--- src/rtl/ramp_sequencer_if.sv ---
// rtl/ramp_sequencer_if.sv - control and sample bundle for the ramp sequencer
interface ramp_sequencer_if #(
  parameter int WIDTH = 5
);
  logic             enable;
  logic             start;
  logic             stop;
  logic [1:0]       mode;
  logic [WIDTH-1:0] limit;
  logic [WIDTH-1:0] step;
  logic [WIDTH-1:0] out;
  logic             dir;
  logic             busy;
  logic             done;
  logic             wrap;

  modport master (
    output enable, start, stop, mode, limit, step,
    input  out, dir, busy, done, wrap
  );

  modport slave (
    input  enable, start, stop, mode, limit, step,
    output out, dir, busy, done, wrap
  );
endinterface

--- src/rtl/ramp_sequencer.sv ---
// rtl/ramp_sequencer.sv - programmable up/down ramp generator, one sample per enabled tick
module ramp_sequencer #(
  parameter int WIDTH            = 5,
  parameter bit ZERO_STEP_AS_ONE = 1'b1
) (
  input  logic              tick,
  input  logic              reset,
  ramp_sequencer_if.slave   bus
);

  typedef enum logic [1:0] {IDLE, UP, DOWN} state_t;

  localparam logic [1:0] MODE_DOWN1 = 2'd0;
  localparam logic [1:0] MODE_SAW   = 2'd1;
  localparam logic [1:0] MODE_TRI   = 2'd2;
  localparam logic [1:0] MODE_TRI1  = 2'd3;

  state_t           state;
  logic [WIDTH-1:0] out_q;
  logic [WIDTH-1:0] limit_q;
  logic [WIDTH-1:0] step_q;
  logic [1:0]       mode_q;
  logic             dir_q;
  logic             busy_q;
  logic             done_q;
  logic             wrap_q;

  logic [WIDTH-1:0] step_eff;
  logic [WIDTH:0]   up_sum;
  logic [WIDTH-1:0] up_val;
  logic [WIDTH-1:0] down_val;
  logic             one_shot;

  // Saturating next values for an up or down step; the extra bit keeps Out+Step from wrapping
  always_comb begin
    step_eff = step_q;
    if (ZERO_STEP_AS_ONE && (step_q == '0)) begin
      step_eff = WIDTH'(1);
    end
    up_sum   = {1'b0, out_q} + {1'b0, step_eff};
    up_val   = (up_sum >= {1'b0, limit_q}) ? limit_q : up_sum[WIDTH-1:0];
    down_val = (out_q <= step_eff) ? '0 : (out_q - step_eff);
    one_shot = (mode_q == MODE_DOWN1) || (mode_q == MODE_TRI1);
  end

  // Ramp FSM: stop beats start beats stepping; status pulses last one enabled cycle
  always_ff @(posedge tick or posedge reset) begin
    if (reset) begin
      state   <= IDLE;
      out_q   <= '0;
      dir_q   <= 1'b1;
      busy_q  <= 1'b0;
      done_q  <= 1'b0;
      wrap_q  <= 1'b0;
      mode_q  <= '0;
      limit_q <= '0;
      step_q  <= '0;
    end else if (!bus.enable) begin
      done_q <= 1'b0;
      wrap_q <= 1'b0;
    end else begin
      done_q <= 1'b0;
      wrap_q <= 1'b0;
      if (bus.stop) begin
        state  <= IDLE;
        busy_q <= 1'b0;
      end else if (bus.start) begin
        mode_q  <= bus.mode;
        limit_q <= bus.limit;
        step_q  <= bus.step;
        busy_q  <= 1'b1;
        if (bus.mode == MODE_DOWN1) begin
          out_q <= bus.limit;
          dir_q <= 1'b0;
          state <= DOWN;
        end else begin
          out_q <= '0;
          dir_q <= 1'b1;
          state <= UP;
        end
      end else begin
        case (state)
          UP: begin
            if (out_q < limit_q) begin
              out_q <= up_val;
            end else if (mode_q == MODE_SAW) begin
              out_q  <= '0;
              wrap_q <= 1'b1;
            end else begin
              // Peak has dwelt one cycle; turn around with a down step
              out_q <= down_val;
              dir_q <= 1'b0;
              state <= DOWN;
              if (down_val == '0) begin
                if (one_shot) begin
                  done_q <= 1'b1;
                  busy_q <= 1'b0;
                  state  <= IDLE;
                end else begin
                  wrap_q <= 1'b1;
                end
              end
            end
          end
          DOWN: begin
            if (out_q != '0) begin
              out_q <= down_val;
              if (down_val == '0) begin
                if (one_shot) begin
                  done_q <= 1'b1;
                  busy_q <= 1'b0;
                  state  <= IDLE;
                end else begin
                  wrap_q <= 1'b1;
                end
              end
            end else if (one_shot) begin
              // Only reachable when DOWN1 was loaded with a zero limit
              done_q <= 1'b1;
              busy_q <= 1'b0;
              state  <= IDLE;
            end else begin
              // Valley of a continuous triangle: climb again
              out_q  <= up_val;
              dir_q  <= 1'b1;
              state  <= UP;
              wrap_q <= (up_val == '0);
            end
          end
          default: begin
          end
        endcase
      end
    end
  end

  assign bus.out  = out_q;
  assign bus.dir  = dir_q;
  assign bus.busy = busy_q;
  assign bus.done = done_q;
  assign bus.wrap = wrap_q;

endmodule

--- src/flat_wrapper.sv ---
// flat-port wrapper written by rule: the top's interface ports become plain ports
module ramp_sequencer_flat 
#(
  parameter int WIDTH            = 5,
  parameter bit ZERO_STEP_AS_ONE = 1'b1
)
  (tick, reset, bus_enable, bus_start, bus_stop, bus_mode, bus_limit, bus_step, bus_out, bus_dir, bus_busy, bus_done, bus_wrap);
  ramp_sequencer_if #(.WIDTH(WIDTH)) bus_i ();
  input  logic tick;
  input  logic reset;
  input wire logic [$bits(bus_i.enable)-1:0] bus_enable;
  input wire logic [$bits(bus_i.start)-1:0] bus_start;
  input wire logic [$bits(bus_i.stop)-1:0] bus_stop;
  input wire logic [$bits(bus_i.mode)-1:0] bus_mode;
  input wire logic [$bits(bus_i.limit)-1:0] bus_limit;
  input wire logic [$bits(bus_i.step)-1:0] bus_step;
  output wire logic [$bits(bus_i.out)-1:0] bus_out;
  output wire logic [$bits(bus_i.dir)-1:0] bus_dir;
  output wire logic [$bits(bus_i.busy)-1:0] bus_busy;
  output wire logic [$bits(bus_i.done)-1:0] bus_done;
  output wire logic [$bits(bus_i.wrap)-1:0] bus_wrap;
  assign bus_i.enable = bus_enable;
  assign bus_i.start = bus_start;
  assign bus_i.stop = bus_stop;
  assign bus_i.mode = bus_mode;
  assign bus_i.limit = bus_limit;
  assign bus_i.step = bus_step;
  assign bus_out = bus_i.out;
  assign bus_dir = bus_i.dir;
  assign bus_busy = bus_i.busy;
  assign bus_done = bus_i.done;
  assign bus_wrap = bus_i.wrap;
  ramp_sequencer #(.WIDTH(WIDTH), .ZERO_STEP_AS_ONE(ZERO_STEP_AS_ONE)) u_core (.tick(tick), .reset(reset), .bus(bus_i));
endmodule
--- config.mk ---
export PLATFORM = sky130hd
export DESIGN_NAME = ramp_sequencer_flat
export DESIGN_NICKNAME = d
export VERILOG_FILES = /design/src/rtl/ramp_sequencer_if.sv /design/src/rtl/ramp_sequencer.sv /design/src/flat_wrapper.sv
export SDC_FILE = /design/constraint.sdc
export NUM_CORES = 1
export LEC_CHECK = 0
export CAP_MARGIN = 20
export CORE_MARGIN = 3
export CORE_UTILIZATION = 38
export CTS_CLUSTER_DIAMETER = 60
export CTS_CLUSTER_SIZE = 8
export DETAILED_ROUTE_END_ITERATION = 8
export GPL_TIMING_DRIVEN = 0
export MAX_ROUTING_LAYER = met4
export SLEW_MARGIN = 20
export SYNTH_ARGS = -nofsm -noshare
export SYNTH_HDL_FRONTEND = slang
export SYNTH_SLANG_ARGS = --single-unit
--- constraint.sdc ---
create_clock -name tick -period 3 [get_ports tick]
set_input_delay 0.45 -clock tick [delete_from_list [all_inputs] [get_ports tick]]
set_output_delay 0.45 -clock tick [all_outputs]
set_load 0.005 [all_outputs]
Yosys cells after proc, flatten, opt, wreduce, memory -nomap -nowiden. Index checks and enable logic that the tools add are counted.

Multiplexer cells: 56. Reductions and logical operators: 14. Multipliers: 0. Shift-type cells: 0. Eq/ne operators: 13. Magnitude comparators: 3. Add/subtract/negate cells: 2. Bitwise logic cells: 1. Div/mod/pow operators: 0.

Operators with widths (count): 5-bit 2-to-1 mux (9); 1-bit 2-to-1 mux (31); 2-bit 2-to-1 mux (10); 5-bit logical NOT (3); 3-bit != test, second input constant (4); 4-bit != test, second input constant (3); 5-bit by 4-bit != test with 1-bit output, second input constant (2); 5-bit one-hot mux with 2 select lines (1); 1-bit one-hot mux with 2 select lines (4); 4-bit AND reduction (2); 7-bit AND reduction (1); 5-bit by 5-bit adder with 6-bit output (1); 6-bit by 5-bit greater-or-equal comparator with 1-bit output (1); 6-bit AND reduction (1); 5-bit less-or-equal comparator (1); 5-bit < comparator (1); 5-bit nonzero test (1); 5-bit subtractor (1); 2-bit by 1-bit == test with 1-bit output, second input constant (2); 2-bit == test, second input constant (2); 2-bit logical NOT (2); 2-bit one-hot mux with 2 select lines (1); 4-bit nonzero test (1); 3-bit AND reduction (1); other kinds (3) (3).

Logic and storage cells: 98. RAM bits: 0. Bits in latches: 0. Register bits: 23. Memory bits (read-only): 0. Bits of input ports: 17. Memories: 0.

Logic depth before layout (Yosys ltp). Gate-level depths: netlist (run 1).

Depth in word-level cells: 12. Depth in mapped cells: 15. Depth with buffers taken out: 15.

Least setup slack after synthesis (run 1). No wires, ideal clock.

Kind: register to register. Start point: register u_core.step_q[1]. End point: register u_core.out_q[3] (netlist: u_core.bus.out[3]). Required time: 2.861 ns. Arrival time: 2.884 ns. Path slack: -0.024 ns. Cell stages (with the launch flop): 16. Setup time: 0.139 ns. Cell sequence: dfrtp_1 inv_1 a41o_1 ha_1 inv_1 fa_1 o21bai_1 a21oi_1 xnor2_1 inv_1 ha_1 a211oi_1 o21ai_0 nor3_1 nand3b_1 a41oi_1.

Cells in the longest elaborated chain, start to end: 9. Elaborated cells on any way between the ends: 14. Those cells by class: add/sub (2); order compare (2); mux (9); reduce/logical (1).

RTL lines: from (decl) (line ramp_sequencer.sv:21) `logic [WIDTH-1:0] step_q;`; from (signal assigned) (line ramp_sequencer.sv:70) `step_q <= bus.step;`; 5-bit logical NOT (line ramp_sequencer.sv:37) `if (ZERO_STEP_AS_ONE && (step_q == '0)) begin`; 5-bit 2-to-1 mux (*) (line ramp_sequencer.sv:37); 5-bit by 5-bit adder with 6-bit output (line ramp_sequencer.sv:40) `up_sum = {1'b0, out_q} + {1'b0, step_eff};`; 6-bit by 5-bit greater-or-equal comparator with 1-bit output (line ramp_sequencer.sv:41) `up_val = (up_sum >= {1'b0, limit_q}) ? limit_q : up_sum[WIDTH-1:0];`; 5-bit 2-to-1 mux (line ramp_sequencer.sv:41); 5-bit 2-to-1 mux (line ramp_sequencer.sv:117) `end else if (one_shot) begin`; 5-bit 2-to-1 mux (line ramp_sequencer.sv:106) `if (out_q != '0) begin`; 5-bit one-hot mux with 2 select lines (*) (line ramp_sequencer.sv:82) `case (state)`; 5-bit 2-to-1 mux (*) (line ramp_sequencer.sv:67) `end else if (bus.start) begin`; to (signal assigned) (line ramp_sequencer.sv:73) `out_q <= bus.limit;`; to (signal assigned) (line ramp_sequencer.sv:85) `out_q <= up_val;`; to (signal assigned) (line ramp_sequencer.sv:107) `out_q <= down_val;`; to (decl) (line ramp_sequencer.sv:19) `logic [WIDTH-1:0] out_q;`.

Mark *: on every way between the ends. The rest lies on a longest branch, timed or not. The select of a mux whose other input is x is not followed. A chain may end at the register's enable or synchronous reset.

Worst setup path after layout (run 1).
Start point: register u_core.step_q[4]. End point: register u_core.out_q[1] (netlist: u_core.bus.out[1]).

The elaborated chain is that of the path after synthesis.

==> results of run 1 <==
[layer usage]
layer | vias to the layer above | routed length (um) | global-route usage
li1 | 936 | - | -
met1 | 903 | 2749 | 0.2735
met2 | 31 | 2414 | 0.2769
met3 | 4 | 133 | 0.01474
met4 | 0 | 55 | 0.03608
met5 | - | 0 | -
[worst max-delay path, stage by stage (launching register included)]
cell      delay, ps
dfrtp_1         410
inv_2            70
a41o_1          220
ha_2            210
inv_2            40
fa_2            360
o21bai_1        130
a21oi_1          90
xnor2_1         210
inv_1           110
ha_4            240
a211oi_4        220
o21a_1          200
buf_4           130
nand3_2          70
o211ai_1        110
a41oi_1         140
[power breakdown]
group          switching (mW)  total, mW  internal [mW]
logic                    1.13       2.13          0.999
registers               0.140      0.541          0.402
clock network          0.0994      0.192         0.0926
[layout make-up]
type / count / area share
Clock buffer: 3 / 0.01587
Inverter: 25 / 0.03606
Timing Repair Buffer: 41 / 0.1423
Multi-Input combinational cell: 174 / 0.5317
Sequential cell: 23 / 0.2216
Buffer: 10 / 0.01683
Clock inverter: 1 / 0.001923
Tap cell: 70 / 0.03365
[timing repair]
action | CTS | global route
setup endpoints to repair | 6 | 7
pin swaps | 6 | 7
setup buffers | 10 | 6
resized for setup | 12 | 4
[cell families after synthesis]
logic type,share of synthesized area
AO/OA/AOI/OAI,0.2331
XOR/XNOR,0.02577
adder cells (fa/ha/maj),0.1546
buffers and inverters,0.06749
flip-flops,0.2828
multiplexers,0.07117
AND/OR/NAND/NOR,0.1650
[layout by cell type, fill, tap and decap left out, drive strengths merged, types with 2 or more instances in the layout]
cell type	count
inv	25
a211oi	2
or2	2
nor3	3
a41oi	5
a31oi	5
nand3b	2
buf	19
dfrtp	22
clkbuf	10
o2111ai	4
and4	2
o21ai	8
nand2	16
nor4	2
mux2	12
nand3	10
nand2b	6
a21oi	14
clkdlybuf4s50	25
xnor2	5
o31ai	2
o211ai	4
ha	22
a221oi	4
nor2b	5
o21a	2
a21o	4
fa	2
nor2	14
[worst max path at each step]
stage | from | to | slack, ps | cells past startpoint
3_5_place_dp | u_core.step_q[1] | u_core.bus.out[0] | -430 | 15
6_report | u_core.step_q[4] | u_core.bus.out[1] | -90 | 16
4_1_cts | u_core.step_q[1] | u_core.bus.wrap | -80 | 16
5_1_grt | u_core.step_q[4] | u_core.bus.out[1] | -280 | 16
2_1_floorplan | u_core.step_q[1] | u_core.bus.out[3] | 20 | 15
3_3_place_gp | u_core.step_q[1] | u_core.bus.out[0] | -400 | 15
[registers in the layout (all words and copies together) (netlist names)]
register,flops
u_core.step_q,5
u_core.mode_q,2
u_core.bus.wrap,1
u_core.state,2
u_core.limit_q,5
u_core.bus.busy,1
u_core.bus.done,1
u_core.bus.out,5
u_core.bus.dir,1
[metrics by stage]
step	setup TNS (ps)	hold slack, ps
after floorplan	0	451.2
after global placement	-2146	491.9
after detailed placement	-2205	491.8
after CTS	-282.5	504.5
after global routing	-1516	519.4
final	-329.7	505.7
==> impl_metrics.json, run 1 <==
{
  "outcome": "complete, but fails checks",
  "violations": "setup timing",
  "yosysMostFrequentCell": "inv_1",
  "arrival_ps": 3220,
  "placedCellCount": 327,
  "p_leak_nw": 1.122,
  "final_core_util": 0.5063,
  "antenna_left": 0,
  "clock_path_buffers": 2,
  "ff2ff_path_depth": 16,
  "seq_area_frac_synth": 0.2828,
  "hold_start": "u_core.bus.dir",
  "die_h_um": 79.26,
  "hold_depth": 2,
  "whs_endpoint": "u_core.bus.dir",
  "synth_commonest_cells": "inv_1 (24), dfrtp_1 (22), ha_1 (22)",
  "crit_type": "flip-flop to flip-flop",
  "die_w_um": 79.26,
  "cts_hold_buf": 0,
  "maxCapViolations": 0,
  "grt_pass1_wl_um": 8983,
  "total_power_mw": 2.861,
  "final_layout_size_suffix_gt1_frac": 0.2022,
  "cts_made_buffers": 3,
  "antenna_found_initial": 0,
  "wl_per_cell_um": 15.42,
  "cts_tree": "done",
  "power.density_nw_per_um2": 1099,
  "fin_skew_ps": 4.322,
  "vias": 1874,
  "grt_remaining_overflow": 0,
  "clkLatencyLatePin_ps": 260,
  "r2r_slack_ps": -90,
  "multi_input_area_um2": 1384,
  "synth_top_area_frac": 0.2699,
  "worstMarginPinSlew_ps": 883.9,
  "critical_path.max_fanout": 3,
  "drc": 0,
  "worstPathRequired_ps": 3130,
  "syn2layout_area_growth_pct": 27.61,
  "grt_use_total": 0.1844,
  "fillers": 527,
  "rsz0062_at_grt": "yes",
  "htree_num_levels": 1,
  "post_dp_cell_area_um2": 2377,
  "min_period_ps": 3090,
  "synth_cells": 232,
  "grt_pass1_vias": 1825,
  "grt_max_degree": 24,
  "via_per_inst": 5.401,
  "drtPass1Iterations": 4,
  "clock_sinks": 23,
  "synth_seq_cells": 23,
  "syn_area_per_cell_um2": 8.791,
  "dieArea_um2": 6282,
  "n_antenna_cell": 0,
  "gp_congestion": 0.8857,
  "hp-class": "flip-flop to flip-flop",
  "core_area_um2": 5140,
  "stdcell_count": 347,
  "start_util": 0.3968,
  "fmax_mhz": 323.6,
  "nNetsFinal": 319,
  "period_share": 1.030,
  "r2r-end": "u_core.bus.out[1]",
  "seqCellArea_um2": 576.8,
  "drt_iter0_markers": 89,
  "io_buffers": 25,
  "routed_wl_um": 5352,
  "pre_cts_ws_ps": -425.8,
  "layout_setup_ws_ps": -90.00,
  "yosysWarnings": 0,
  "post-dp-hpwl_um": 3972,
  "cp-end-kind": "flip-flop",
  "synth_top_cell_by_area": "dfrtp_1",
  "synth_cell_type_count": 52,
  "syn_area_um2": 2039,
  "syn-num-nets": 273,
  "hold_viol_final": 0,
  "synth_ff_type": "dfrtp_1",
  "drv_slew": 0,
  "worstReg2RegStart": "u_core.step_q[4]",
  "cp-start-kind": "flip-flop",
  "fin_area_um2": 2603,
  "synth_edf_count": 0,
  "clk_pin_slew_ps": 80,
  "ir_drop_mv": 0.3944,
  "cts_root_buffer": "clkbuf_8",
  "io_pins": 26,
  "async_flop_share": 1.000,
  "synth.top_cells.by_area": "dfrtp_1 (27%), ha_1 (13%), mux2_2 (6.6%)",
  "relSlewSlack": 0.4101,
  "setup_viol": 6,
  "rows": 26
}
Note: power is estimated with default switching activity, not from simulation.
==> inputs of run 2 (changes only) <==
--- a/config.mk
+++ b/config.mk
@@ -6,13 +6,16 @@
 export NUM_CORES = 1
 export LEC_CHECK = 0
 export CAP_MARGIN = 20
+export CELL_PAD_IN_SITES_DETAIL_PLACEMENT = 1
+export CELL_PAD_IN_SITES_GLOBAL_PLACEMENT = 2
 export CORE_MARGIN = 3
-export CORE_UTILIZATION = 38
+export CORE_UTILIZATION = 31
 export CTS_CLUSTER_DIAMETER = 60
 export CTS_CLUSTER_SIZE = 8
 export DETAILED_ROUTE_END_ITERATION = 8
 export GPL_TIMING_DRIVEN = 0
 export MAX_ROUTING_LAYER = met4
+export PLACE_DENSITY = 0.83
 export SLEW_MARGIN = 20
 export SYNTH_ARGS = -nofsm -noshare
 export SYNTH_HDL_FRONTEND = slang
==> run 2 against run 1 <==
Net effect:
- the run still ends with setup timing left
- clock power up 2%
- sequential power rose by 3%
- sequential share of layout area down 0.49 points
- global-route usage fell by 0.66 points
- routed wire length rose by 16%
- clock skew about the same
- sequential cell count stayed put
- hold slack gained 5.3 ps
- setup slack about the same
- critical endpoint unchanged
==> impl_metrics.json, run 2 (synthesis results as in run 1) <==
{
  "drtPass1Iterations": 4,
  "period_share": 1.030,
  "hold_depth": 2,
  "core_area_um2": 6131,
  "io_pins": 26,
  "arrival_ps": 3280,
  "clock_sinks": 23,
  "cts_made_buffers": 3,
  "n_antenna_cell": 0,
  "fin_tns_setup_ps": -360.1,
  "grt_remaining_overflow": 0,
  "hold_viol_final": 0,
  "antenna_found_initial": 0,
  "rsz0062_at_grt": "yes",
  "final_cell_mix": "clkdlybuf4s50_1 (25), dfrtp_1 (22), inv_1 (19), ha_1 (19), nand2_1 (16)",
  "final_layout_size_suffix_gt1_frac": 0.2325,
  "layout_commonest_cell": "clkdlybuf4s50_1",
  "use_met1": 0.2477,
  "via_per_inst": 5.428,
  "setup_viol": 6,
  "ff2ff_path_depth": 14,
  "drv_slew": 0,
  "placedCellCount": 332,
  "worstPathRequired_ps": 3190,
  "grt_max_degree": 24,
  "drt_iter0_markers": 78,
  "fmax_mhz": 323.6,
  "fin_skew_ps": 4.215,
  "cp-start-kind": "flip-flop",
  "cts_root_buffer": "clkbuf_8",
  "vias": 1878,
  "outcome": "complete, but fails checks",
  "violations": "setup timing",
  "power.density_nw_per_um2": 1159,
  "dieArea_um2": 7588,
  "die_w_um": 87.11,
  "crit_type": "flip-flop to flip-flop",
  "rows": 28,
  "seqCellArea_um2": 576.8,
  "gp_congestion": 0.7843,
  "total_power_mw": 3.083,
  "wl_per_cell_um": 17.96,
  "worstMarginPinSlew_ps": 1018,
  "antenna_left": 0,
  "min_period_ps": 3090,
  "routed_wl_um": 6213,
  "grt_pass1_wl_um": 10240,
  "critical_path.max_fanout": 4,
  "p_leak_nw": 1.114,
  "nNetsFinal": 313,
  "clk_pin_slew_ps": 80,
  "cp-end-kind": "flip-flop",
  "io_buffers": 25,
  "relSlewSlack": 0.3200,
  "grt_pass1_vias": 2027,
  "grt.busiest_layer": "met2",
  "post-dp-hpwl_um": 4635,
  "syn2layout_area_growth_pct": 30.49,
  "fillers": 716,
  "htree_num_levels": 1,
  "grtUsageMet3": 0.01325,
  "use_met2": 0.2816,
  "hp-class": "flip-flop to flip-flop",
  "die_h_um": 87.11,
  "multi_input_area_um2": 1481,
  "maxCapViolations": 0,
  "stdcell_count": 346,
  "layout_setup_ws_ps": -90.43,
  "start_util": 0.3327,
  "clkLatencyLatePin_ps": 270,
  "ir_drop_mv": 0.4692,
  "drc": 0,
  "cts_tree": "done",
  "clock_path_buffers": 2,
  "grt_use_total": 0.1778
}
run 2: cell count changes in the layout (fill, tap and decap cells not counted), moves of 2 or more:
cell	before	now
nand3_2	1	3
nand3_1	9	7
a21oi_2	1	3
a21oi_1	13	11
inv_1	21	19
inv_2	4	6
buf_4	17	11
run 2: path summary, 6_finish.rpt:
kind	from	end	slack [ps]
setup reg to reg	u_core.step_q[4]	u_core.bus.out[1]	-90
max in group asynchronous	reset	u_core.bus.out[1]	1770
hold / removal	u_core.bus.dir	u_core.bus.dir	510
setup / recovery	u_core.step_q[4]	u_core.bus.out[1]	-90
min in group asynchronous	reset	u_core.mode_q[1]	670
hold reg to reg	u_core.bus.dir	u_core.bus.dir	510
run 2: metal layers:
layer,wire length [um],part of all wire
met3,167,0.027
met1,3106,0.50
met4,62,0.010
met5,0,0
met2,2876,0.46
run 2: timing repair:
item / 4_1_cts / 5_1_grt
pin swaps: 12 / 12
resized for setup: 16 / 19
hold endpoints to repair: 0 / 0
gates cloned: 0 / 0
hold buffers: 0 / 0
buffers inserted: 10 / 1
endpoints found under the setup margin: 6 / 7
run 2: report_power, final:
group          switching (mW)  internal (mW)  total, mW
Sequential              0.155          0.401      0.556
Clock                   0.103         0.0929      0.196
Combinational            1.30           1.03       2.33
run 2: worst max-delay path, stage by stage (launching register included):
cell	delay (ps)
dfrtp_1	400
inv_1	100
a41o_1	230
ha_2	200
inv_2	40
fa_2	380
xnor2_2	220
inv_1	70
ha_1	330
a21o_1	200
a31oi_4	210
o21ai_4	120
nor2_4	140
o211ai_1	130
a41oi_1	240
run 2: stage by stage:
step	area, um^2	hold slack [ps]	setup WS, ps	utilization
finish	2661	511.0	-90.43	0.4341
detailed placement	2384	495.2	-479.6	0.3888
CTS	2556	511.0	-98.98	0.4169
global placement	2384	489.6	-451.3	0.3888
global route	2661	533.6	-247.4	0.4341
floorplan	2039	451.2	20.87	-
run 2: final cells by class:
class                      count  area share
multi-input combinational    174      0.5567
buffer                        10     0.01646
inverter                      25     0.03526
tap                           75     0.03526
clock buffer                   3     0.01551
timing repair buffer          35      0.1222
clock inverter                 1    0.001881
sequential                    23      0.2167
==> inputs of run 3 (changes only) <==
--- a/config.mk
+++ b/config.mk
@@ -14,7 +14,6 @@
 export CTS_CLUSTER_SIZE = 8
 export DETAILED_ROUTE_END_ITERATION = 8
 export GPL_TIMING_DRIVEN = 0
-export MAX_ROUTING_LAYER = met4
 export PLACE_DENSITY = 0.83
 export SLEW_MARGIN = 20
 export SYNTH_ARGS = -nofsm -noshare
==> run 3 against run 2 <==
Net effect:
- the run still ends with setup timing left
- sequential power is essentially flat
- global-route usage is 0.50 points lower
- final cell count unchanged
- non-clock buffer count did not move
- setup slack better by 2.9 ps
- hold slack got worse by 1.2 ps
- clock skew grew 0.63 ps
==> impl_metrics.json, run 3 (synthesis results as in run 1) <==
{
  "cts_made_buffers": 3,
  "setup_viol": 6,
  "cp-end-kind": "flip-flop",
  "worstPathRequired_ps": 3190,
  "arrival_ps": 3270,
  "violations": "setup timing",
  "crit_type": "flip-flop to flip-flop",
  "maxCapViolations": 0,
  "fin_area_um2": 2661,
  "power.density_nw_per_um2": 1158,
  "clock_sinks": 23,
  "gp_congestion": 0.7737,
  "clk_pin_slew_ps": 80,
  "outcome": "complete, but fails checks",
  "fin_skew_ps": 4.846,
  "worstReg2RegStart": "u_core.step_q[4]",
  "drt_iter0_markers": 78,
  "rsz0062_at_grt": "yes",
  "grt_pass1_vias": 2027,
  "relSlewSlack": 0.3614,
  "cts_hold_buf": 0,
  "post_dp_cell_area_um2": 2384,
  "hold_depth": 2,
  "drtPass1Iterations": 4,
  "total_power_mw": 3.082,
  "n_antenna_cell": 0,
  "io_pins": 26,
  "stdcell_count": 346,
  "via_per_inst": 5.448,
  "worstMarginPinSlew_ps": 955.8,
  "min_period_ps": 3087,
  "htree_num_levels": 1,
  "vias": 1885,
  "r2r-end": "u_core.bus.out[1]",
  "critical_path.max_fanout": 4,
  "post-dp-hpwl_um": 4635,
  "grt_remaining_overflow": 0,
  "dieArea_um2": 7588,
  "fillers": 716,
  "hp-class": "flip-flop to flip-flop",
  "seqCellArea_um2": 576.8,
  "final_cell_mix": "clkdlybuf4s50_1 (25), dfrtp_1 (22), inv_1 (19), ha_1 (19), nand2_1 (16)",
  "core_area_um2": 6131,
  "grt_pass1_wl_um": 10240,
  "syn2layout_area_growth_pct": 30.49,
  "fin_tns_setup_ps": -332.0,
  "drc": 0,
  "routed_wl_um": 6217,
  "ff2ff_path_depth": 14,
  "hold_viol_final": 0,
  "clkLatencyLatePin_ps": 270,
  "r2r_slack_ps": -90,
  "cts_tree": "done",
  "layout_setup_ws_ps": -87.48,
  "placedCellCount": 332,
  "clock_path_buffers": 2,
  "nNetsFinal": 313,
  "io_buffers": 25,
  "antenna_found_initial": 0,
  "start_util": 0.3327,
  "die_h_um": 87.11,
  "cp-start-kind": "flip-flop",
  "hold_start": "u_core.bus.dir",
  "ir_drop_mv": 0.4691,
  "wl_per_cell_um": 17.97,
  "period_share": 1.029,
  "drv_slew": 0,
  "antenna_left": 0,
  "fmax_mhz": 323.9,
  "final_layout_size_suffix_gt1_frac": 0.2325,
  "die_w_um": 87.11,
  "cts_root_buffer": "clkbuf_8",
  "whs_endpoint": "u_core.bus.dir",
  "grt_use_total": 0.1728,
  "rows": 28,
  "grt_max_degree": 24,
  "layout_commonest_cell": "clkdlybuf4s50_1",
  "multi_input_area_um2": 1481,
  "p_leak_nw": 1.114
}
run 3: power breakdown:
group	leakage, nW	switching [mW]	internal, mW
Sequential	0.276	0.155	0.401
Combinational	0.813	1.30	1.03
Clock	0.0255	0.104	0.0929
run 3: cell type report:
cell class                 instances  area share
sequential                        23      0.2167
clock inverter                     1    0.001881
buffer                            10     0.01646
multi-input combinational        174      0.5567
timing repair buffer              35      0.1222
clock buffer                       3     0.01551
inverter                          25     0.03526
tap                               75     0.03526
run 3: through the flow:
step	hold WS, ps	worst slack (ps)	util
detailed placement	495.2	-479.6	0.3888
global placement	489.6	-451.3	0.3888
global route	533.6	-247.4	0.4341
CTS	511.0	-98.98	0.4169
floorplan	451.2	20.87	-
finish	509.8	-87.48	0.4341
run 3: repair_timing:
item                       CTS  global route
pin swaps                   12            12
setup endpoints to repair    6             7
hold endpoints to repair     0             0
setup buffers               10             1
resized for setup           16            19
run 3: worst max-delay path by stage:
stage,startpoint,endpoint,slack [ps],depth (start not counted)
final,u_core.step_q[4],u_core.bus.out[1],-90,14
after global placement,u_core.step_q[1],u_core.bus.out[3],-450,15
after floorplan,u_core.step_q[1],u_core.bus.out[3],20,15
after global routing,u_core.step_q[4],u_core.bus.out[1],-250,15
after detailed placement,u_core.step_q[1],u_core.bus.out[3],-480,15
after CTS,u_core.step_q[1],u_core.bus.out[1],-100,15
run 3: metal layers:
layer  vias to the layer above  track usage  routed length [um]
li1                        916            -                   -
met1                       933       0.2477                3049
met2                        31       0.2816                2904
met3                         5      0.01325                 209
met4                         0      0.04324                  53
met5                         -            0                   0
run 3: worst max-delay path, stage by stage (launching register included):
cell	delay, ps
dfrtp_1	400
inv_1	100
a41o_1	230
ha_2	200
inv_2	40
fa_2	380
xnor2_2	220
inv_1	70
ha_1	330
a21o_1	200
a31oi_4	210
o21ai_4	120
nor2_4	140
o211ai_1	130
a41oi_1	240
